## config.mk

```make
export PLATFORM = sky130hd
export DESIGN_NAME = pipe_hazard_ctrl
export DESIGN_NICKNAME = d
export VERILOG_FILES = /design/src/rtl/pipe_ctrl_pkg.sv /design/src/rtl/pipe_wait_watchdog.sv /design/src/rtl/pipe_hazard_ctrl.sv
export SDC_FILE = /design/constraint.sdc
export NUM_CORES = 1
export LEC_CHECK = 0
export ABC_AREA = 1
export CAP_MARGIN = 5
export CORE_MARGIN = 2
export CORE_UTILIZATION = 45
export CTS_BUF_LIST = sky130_fd_sc_hd__clkbuf_16
export CTS_CLUSTER_DIAMETER = 120
export CTS_CLUSTER_SIZE = 8
export DETAILED_ROUTE_END_ITERATION = 10
export PLACE_DENSITY = 0.72
export SYNTH_ARGS = -nofsm -noshare
export SYNTH_HDL_FRONTEND = slang
export SYNTH_HIERARCHICAL = 1
export SYNTH_SLANG_ARGS = --single-unit
export TNS_END_PERCENT = 1
```

## constraint.sdc

```tcl
create_clock -name clk -period 3.7 [get_ports clk]
set_clock_uncertainty 0.05 [all_clocks]
set_input_delay 0.37 -clock clk [delete_from_list [all_inputs] [get_ports clk]]
set_output_delay 0.37 -clock clk [all_outputs]
set_load 0.1 [all_outputs]
```

## src/rtl/pipe_ctrl_pkg.sv

```systemverilog
// Shared types and defaults for the pipeline sequencer: FSM state encoding
// and the default watchdog limit.
package pipe_ctrl_pkg;

    typedef enum logic {
        RUN      = 1'b0,
        MEM_WAIT = 1'b1
    } ctrl_state_t;

    localparam int DEFAULT_TIMEOUT = 64;
    localparam int DEFAULT_CNT_W   = 8;

endpackage

```

## src/rtl/pipe_wait_watchdog.sv

```systemverilog
// Memory-wait cycle counter with saturation and a sticky timeout flag.
// The counter reads 1 on the first MEM_WAIT cycle and 0 whenever the core runs.
module pipe_wait_watchdog #(
    parameter int TIMEOUT_CYCLES = 64,
    parameter int CNT_W          = 8
) (
    input  logic clk,
    input  logic rst,
    input  logic in_wait,
    input  logic mem_stall,
    output logic err_timeout
);

    localparam logic [CNT_W-1:0] CNT_MAX     = '1;
    localparam logic [CNT_W-1:0] TIMEOUT_VAL = CNT_W'(TIMEOUT_CYCLES);

    logic [CNT_W-1:0] wait_cnt;

    always_ff @(posedge clk) begin
        if (rst) begin
            wait_cnt <= '0;
        end else if (mem_stall) begin
            if (!in_wait)
                wait_cnt <= CNT_W'(1);
            else if (wait_cnt != CNT_MAX)
                wait_cnt <= wait_cnt + CNT_W'(1);
        end else begin
            wait_cnt <= '0;
        end
    end

    // Sticky until reset; the FSM is never forced out of MEM_WAIT by this flag.
    always_ff @(posedge clk) begin
        if (rst)
            err_timeout <= 1'b0;
        else if (in_wait && (wait_cnt == TIMEOUT_VAL))
            err_timeout <= 1'b1;
    end

endmodule

```

## src/rtl/pipe_hazard_ctrl.sv

```systemverilog
// Pipeline sequencer: freeze/flush decode for PC and stage registers plus the
// memory-wait FSM. Optional perf counters under PIPE_HAZARD_CTRL_PERF_EN.
module pipe_hazard_ctrl
    import pipe_ctrl_pkg::*;
#(
    parameter int TIMEOUT_CYCLES = DEFAULT_TIMEOUT,
    parameter int CNT_W          = DEFAULT_CNT_W
) (
    input  logic             clk,
    input  logic             rst,
    input  logic             hazard,
    input  logic             branch_taken,
    input  logic             mem_req,
    input  logic             mem_ready,
    output logic             pc_freeze,
    output logic             if_freeze,
    output logic             if_flush,
    output logic             id_flush,
    output logic             id_freeze,
    output logic             exe_freeze,
    output logic             mem_freeze,
    output logic             mem_busy,
`ifdef PIPE_HAZARD_CTRL_PERF_EN
    output logic [CNT_W-1:0] stall_cnt,
    output logic [CNT_W-1:0] flush_cnt,
`endif
    output logic             err_timeout
);

    ctrl_state_t state;
    logic        mem_stall;

    // Handshake: mem_req is the MEM stage's valid; the access completes in any
    // cycle where mem_req && mem_ready. Valid without ready stalls the whole pipe.
    assign mem_stall = mem_req & ~mem_ready;
    assign mem_busy  = (state == MEM_WAIT);

    always_ff @(posedge clk) begin
        if (rst) begin
            state <= RUN;
        end else begin
            case (state)
                RUN:      if (mem_stall)  state <= MEM_WAIT;
                MEM_WAIT: if (!mem_stall) state <= RUN;
                default:                  state <= RUN;
            endcase
        end
    end

    // A branch seen during a stall is held in EXE/MEM and serviced afterwards.
    always_comb begin
        pc_freeze  = 1'b0;
        if_freeze  = 1'b0;
        if_flush   = 1'b0;
        id_flush   = 1'b0;
        id_freeze  = 1'b0;
        exe_freeze = 1'b0;
        mem_freeze = 1'b0;
        if (mem_stall) begin
            pc_freeze  = 1'b1;
            if_freeze  = 1'b1;
            id_freeze  = 1'b1;
            exe_freeze = 1'b1;
            mem_freeze = 1'b1;
        end else if (branch_taken) begin
            if_flush   = 1'b1;
            id_flush   = 1'b1;
        end else if (hazard) begin
            pc_freeze  = 1'b1;
            if_freeze  = 1'b1;
            id_flush   = 1'b1;
        end
    end

    pipe_wait_watchdog #(
        .TIMEOUT_CYCLES (TIMEOUT_CYCLES),
        .CNT_W          (CNT_W)
    ) u_watchdog (
        .clk         (clk),
        .rst         (rst),
        .in_wait     (mem_busy),
        .mem_stall   (mem_stall),
        .err_timeout (err_timeout)
    );

`ifdef PIPE_HAZARD_CTRL_PERF_EN
    // pc_freeze is high exactly on memory-stall or load-use cycles; if_flush on serviced branches.
    always_ff @(posedge clk) begin
        if (rst) begin
            stall_cnt <= '0;
            flush_cnt <= '0;
        end else begin
            if (pc_freeze && (stall_cnt != '1))
                stall_cnt <= stall_cnt + CNT_W'(1);
            if (if_flush && (flush_cnt != '1))
                flush_cnt <= flush_cnt + CNT_W'(1);
        end
    end
`endif

endmodule

```

# == Word level (Yosys, flattened, before mapping) ==
# Cells that the tools add are included.
# op_classes
eq_ne,3
n_lt_le_gt_ge,0
n_shift,0
div,0
n_mul,0
mux,10
n_addsub,1
n_bitwise,4
n_reduce_logical,3
# ops
op,count
2-to-1 mux 1 bit,10
adder 8 x 1 -> 8 bit (second input constant),1
== test 8 x 7 -> 1 bit (second input constant),1
!= test 8 bit (second input constant),1
inverter 1 bit,3
OR reduction 3 bit,1
!= test 2 x 1 -> 1 bit (second input constant),1
OR reduction 2 bit,1
AND 1 bit,1
logical AND 1 bit,1
# word_totals
regBits,10
latchBits,0
ram_bits,0
out_inout_bits,9
romBits,0
input_bits,6
mem_count,0

# == Logic depth before layout (Yosys ltp) ==
# Gate-level depths: netlist of run 1.
# depth
word_depth,4
ltp_mapped,7
mapped_depth_nobuf,7

# == Hierarchy ==
# Netlist of run 1, hierarchy kept.
# modules_own_cells
mod,instances,seq_area_each_um2,area_each_um2,cells_each
pipe_wait_watchdog,1,180.2,500.5,73
pipe_hazard_ctrl,1,20.0,86.3,15

# == Least setup slack after synthesis of run 1 ==
# OpenSTA, ideal clock, no wires.
# synth_timing
path_type,input to output
from,input port mem_req
to,output port id_flush
n_path_buf,0
cell_stages,3
required_ns,3.280
slack_ns,1.229
t_arrival_ns,2.051
path_cell_list,inv_1 > nor2_2 > nor2_1
# synth_via
elab_chain_len,2
# synth_rtl
element,line,rtl
"start, declared",pipe_hazard_ctrl.sv:13,"input logic mem_req,"
AND 1 bit,pipe_hazard_ctrl.sv:35,assign mem_stall = mem_req & ~mem_ready;
2-to-1 mux 1 bit,pipe_hazard_ctrl.sv:59,if (mem_stall) begin
"end, declared",pipe_hazard_ctrl.sv:18,"output logic id_flush,"
# No other way between the ends.

# == Worst setup path in the final report of run 1 ==
# layout_timing
from,"register state, in the netlist mem_busy"
to,output port mem_busy
# layout_lines
element,line,rtl
"start, declared",pipe_hazard_ctrl.sv:30,ctrl_state_t state;
"start signal, assigned",pipe_hazard_ctrl.sv:40,state <= RUN;
"start signal, assigned",pipe_hazard_ctrl.sv:43,RUN: if (mem_stall) state <= MEM_WAIT;
"start signal, assigned",pipe_hazard_ctrl.sv:44,MEM_WAIT: if (!mem_stall) state <= RUN;
"end, declared",pipe_hazard_ctrl.sv:22,"output logic mem_busy,"
# No word-level cell between the ends.

==> out/qor.yml, run 1 <==
fillers: 106
vias: 553
yosysWarnings: 6
hold_end: "u_watchdog/err_timeout"
cp.arrival_ps: 1760
hp-class: "reg2reg"
wl_per_cell_um: 9.91
antennaDiodeCount: 0
rrSetupSlack_ps: 2350
postCtsSetupBuffers: 0
final.setup.tns_ps: 0
root_buffer: "clkbuf_16"
ioPinCount: 15
start_kind: "register"
ys_top_cells_by_area: "dfxtp_1 (34%), nand2_1 (15%), nand3_1 (7.7%), inv_1 (7.7%), nor2_1 (7.7%)"
fin_crit_ps: 2180
routed_wl_um: 1160
synthesis.nets: 96
gp_congestion: 0.735
antenna_found_initial: 0
p_per_area_nw_per_um2: 459
grt_overflow: 0
area_growth_pct: 33.0
crit_required_ps: 3280
cts_resized: 0
max_stage_delay_ps: 1160
crit_chain: "clkdlybuf4s50_1"
path_class: "reg2out"
die_x_um: 40.1
endpoint_kind: "output port"
rows: 13
min_path_cells: 2
crit_path_top_delay_cell: "clkdlybuf4s50_1"
maxCapViolCount: 0
htreeDepth: 1
finalMaxSlewViolations: 0
worstSkewPairLatency_ps: 230
clock_path_buffers: 2
critical-path-top-delay-family: "buffers and inverters"
r2r_end: "u_watchdog/wait_cnt[5]"
setup_viol: 0
p_leak_nw: 0.367
drtAntennaViolNets: 0
dieArea_um2: 1610
hold_slack_ps: 420
ys_ff_latch: 10
cts_tree: "built"
core_area_um2: 1250
cts_sinks: 10
synth_common_cells: "nand2_1 (23), inv_1 (12), nor2_1 (12)"
drtIter0Drc: 21
synth_cell_types: 18
max_clock_freq_mhz: 458
hold_buffers: 0
synth_most_common_cell: "nand2_1"
synth_area_um2: 587
setup_slack_ps: 1520
grt_pass1_vias: 449
grt_pass1_wl_um: 1760
grtUsageTotal: 0.174
place_area_um2: 706
final-hold-violation-count: 0
synth_cells: 88
vdd_drop_max_mv: 0.277
finalCritPeriodShare: 0.590
final_layout_size_suffix_gt1_frac: 0.157
drc: 0
post-place-ws_ps: 1770
tightest_slew_ps: 973
via_per_inst: 4.73
path_buf_inv: 1
worst-path-max-fanout: 5
hold_start: "u_watchdog/err_timeout"
slew_headroom: 0.349
firstDrtPassIters: 4
yosysTopAreaCellShare: 0.341
die_height_um: 40.1
stdcell_area_um2: 781
reg2reg_from: "u_watchdog/wait_cnt[0]"
synth_top_area_cell: "dfxtp_1"
rr_worst_depth: 6
synth_edf_count: 0
synth_seq_area_share: 0.341
final_nets: 112
grt_max_degree: 9
status: "finished, final reports clean"
initial_core_util: 0.469
io_buffers: 14
rsz0062_at_grt: "false"
hpwl_um: 886
numCtsBuffers: 3
avgSynthCellArea_um2: 6.67
synthArstFlopShare: 0
synth-main-ff-cell: "dfxtp_1"
clk_pin_slew_ps: 40
==> worst max-delay path by stage <==
stage,slack (ps),startpoint,cells after the start,end
finish,1520,mem_busy,1,mem_busy
global route,1470,mem_busy,1,mem_busy
CTS,1500,mem_busy,1,mem_busy
detailed placement,1770,mem_busy,1,mem_busy
global placement,1770,mem_busy,1,mem_busy
floorplan,1230,mem_req,3,id_flush
==> final cells by class <==
type,count,area (µm²),area share
clock buffers,3,75.1,0.0962
inverters,13,48.8,0.0625
multi-input cells,62,315,0.404
flip-flops and latches,10,200,0.256
well taps,15,18.8,0.0240
repair buffers,14,123,0.157
==> registers in the layout, summed over array words and instances, names as in the netlist <==
signal and count:
u_watchdog/wait_cnt 8, mem_busy 1, u_watchdog/err_timeout 1
==> metrics by stage <==
step	util	cells	total power, mW
detailed placement	0.563	114	0.174
global placement	0.563	114	0.174
global route	0.623	117	0.369
CTS	0.623	117	0.365
floorplan	-	88	0.161
finish	0.623	117	0.358
==> where the power goes <==
group | switching, mW | leakage (nW) | internal, mW
Combinational | 0.0482 | 0.249 | 0.0140
Clock | 0.0461 | 0.0370 | 0.140
Sequential | 0.00109 | 0.0808 | 0.109
==> cell usage in the layout, fill, tap and decap left out, types with 2 or more instances in the layout <==
cell type / netlist / layout
dfxtp_1: 10 / 10
buf_4: 3 / 7
a21oi_1: 6 / 6
nand3_1: 9 / 9
ha_1: 2 / 2
inv_1: 12 / 12
nand2_1: 23 / 23
clkdlybuf4s50_1: 0 / 7
nor3_1: 2 / 2
clkbuf_16: 0 / 3
nor2_1: 12 / 12
==> kinds of logic after synthesis <==
| group | share of synthesized area |
|---|---|
| simple gates | 0.412 |
| flops | 0.341 |
| compound gates | 0.0832 |
| fa+ha+maj | 0.0426 |
| buf+inv | 0.122 |
==> layer usage <==
metal,track usage,up-vias,share of wire
met2,0.262,20,0.45
met4,0.103,0,0
met3,0.0667,0,0.057
met1,0.207,227,0.49
met5,0,-,0
li1,-,306,-
Note: power is estimated with default switching activity, not from simulation.
==> run 2, diff against run 1 <==
--- a/config.mk
+++ b/config.mk
@@ -8,12 +8,12 @@
 export ABC_AREA = 1
 export CAP_MARGIN = 5
 export CORE_MARGIN = 2
-export CORE_UTILIZATION = 45
+export CORE_UTILIZATION = 41
 export CTS_BUF_LIST = sky130_fd_sc_hd__clkbuf_16
 export CTS_CLUSTER_DIAMETER = 120
 export CTS_CLUSTER_SIZE = 8
 export DETAILED_ROUTE_END_ITERATION = 10
-export PLACE_DENSITY = 0.72
+export PLACE_DENSITY = 0.7
 export SYNTH_ARGS = -nofsm -noshare
 export SYNTH_HDL_FRONTEND = slang
 export SYNTH_HIERARCHICAL = 1
==> constraint.sdc (replaced) <==
create_clock -name clk -period 2 [get_ports clk]
set_clock_uncertainty 0.05 [all_clocks]
set_input_delay 0.2 -clock clk [delete_from_list [all_inputs] [get_ports clk]]
set_output_delay 0.2 -clock clk [all_outputs]
set_load 0.1 [all_outputs]
==> run 2 against run 1 <==
Compared with the run above: sequential power grew 85%; count of clock-buffer cells in the layout stayed put; power increased by 93%; via count grew 7.2%; critical endpoint is now if_flush; largest cell class unchanged.
==> out/qor.yml, run 2 (same netlist as run 1, synthesis figures left out) <==
status: "finished, final reports clean"
largest_reg_flops: 8
hpwl_um: 984
max_stage_delay_ps: 470
crit_end: "if_flush"
crit_required_ps: 1750
ioPinCount: 15
rows: 13
final.setup.tns_ps: 0
postCtsSetupBuffers: 0
drc: 0
regMostFlops: "u_watchdog/wait_cnt"
die_height_um: 41.8
rsz0062_at_grt: "false"
place_area_um2: 793
cp.arrival_ps: 1290
hold_buffers: 0
multiInputGateArea_um2: 320
htreeDepth: 1
final_cell_mix: "nand2_1 (23), inv_1 (12), nor2_1 (12)"
core_area_um2: 1320
hp-class: "reg2reg"
rrSetupSlack_ps: 620
r2r_end: "u_watchdog/wait_cnt[5]"
final_nets: 112
reg2reg_from: "u_watchdog/wait_cnt[0]"
final_common_cell: "nand2_1"
die_x_um: 41.8
dieArea_um2: 1750
p_leak_nw: 0.400
cts_sinks: 10
grt_pass1_vias: 494
fin_crit_ps: 1540
maxCapViolCount: 0
vias: 593
final_layout_size_suffix_gt1_frac: 0.176
worstSkewPairLatency_ps: 230
numCtsBuffers: 3
fillers: 103
initial_core_util: 0.445
clock_path_buffers: 2
startpoint: "mem_req"
wl_per_cell_um: 11.3
worst-path-stages: 5
stdcell_area_um2: 868
firstDrtPassIters: 4
drtIter0Drc: 35
crit_chain: "clkdlybuf4s50_1 > inv_1 > nor2_4 > nor2_1 > buf_12"
crit_path_top_delay_cell: "clkdlybuf4s50_1"
grtUsageTotal: 0.158
grt_overflow: 0
hold_start: "u_watchdog/err_timeout"
post-route-util: 0.659
slew_headroom: 0.817
vdd_drop_max_mv: 0.507
path_class: "in2out"
seq_area_um2: 200
worst-path-max-fanout: 7
io_buffers: 14
setup_viol: 0
cts_resized: 0
path_buf_inv: 3
post-place-ws_ps: 417
root_buffer: "clkbuf_16"
grt_max_degree: 9
rr_worst_depth: 6
p_per_area_nw_per_um2: 797
setup_slack_ps: 461
antennaDiodeCount: 0
gp_congestion: 0.815
critical-path-top-delay-family: "buffers and inverters"
via_per_inst: 5.07
hold_slack_ps: 437
grt_pass1_wl_um: 2100
cts_tree: "built"
finalMaxSlewViolations: 0
endpoint_kind: "output port"
area_growth_pct: 48.0
final-hold-violation-count: 0
finalCritPeriodShare: 0.770
start_kind: "primary input"
clk_pin_slew_ps: 40
max_clock_freq_mhz: 650
drtAntennaViolNets: 0
routed_wl_um: 1320
antenna_found_initial: 0
tightest_slew_ps: 274
==> run 2: cell types whose count changed in the layout (fill, tap and decap cells not counted) <==
| cell | change |
|---|---|
| nor2_4 | +1 |
| nor2_2 | -1 |
| clkdlybuf4s50_1 | -2 |
| buf_4 | -5 |
| buf_12 | +7 |
==> run 2: final cells by class <==
type,count,share of cell area
Multi-Input combinational cell,62,0.369
Timing Repair Buffer,14,0.236
Sequential cell,10,0.231
Clock buffer,3,0.0865
Inverter,13,0.0562
Tap cell,15,0.0216
==> run 2: routing by layer <==
metal	share of wire	wire, µm	track usage
met3	0.11	139	0.0391
met1	0.47	626	0.235
met4	0.011	14	0.0774
met2	0.41	541	0.206
met5	0	0	0
==> run 2: where the power goes <==
group	internal (mW)	leakage [nW]	switching [mW]
clock network	0.258	0.0370	0.0851
registers	0.202	0.0808	0.00223
logic	0.0487	0.282	0.0959
==> run 2: through the flow <==
stage	cells	power [mW]
3_5_place_dp	114	0.352
5_1_grt	117	0.720
4_1_cts	117	0.698
2_1_floorplan	88	0.299
6_report	117	0.692
3_3_place_gp	114	0.352
==> run 2: worst reg2reg max path, delay by kind of cell, from the launching register on <==
kind / cells / cell delay [ps]
flip-flops: 1 / 390
adder cells (fa/ha/maj): 1 / 230
AO/OA/AOI/OAI: 1 / 140
AND/OR/NAND/NOR: 4 / 460
==> run 2: worst min path at each step <==
| stage | end | slack, ps | cells after the start |
|---|---|---|---|
| detailed placement | u_watchdog/err_timeout | 410 | 2 |
| global placement | u_watchdog/err_timeout | 410 | 2 |
| global route | u_watchdog/err_timeout | 440 | 2 |
| floorplan | mem_busy | 220 | 1 |
| CTS | u_watchdog/err_timeout | 430 | 2 |
| finish | u_watchdog/err_timeout | 440 | 2 |
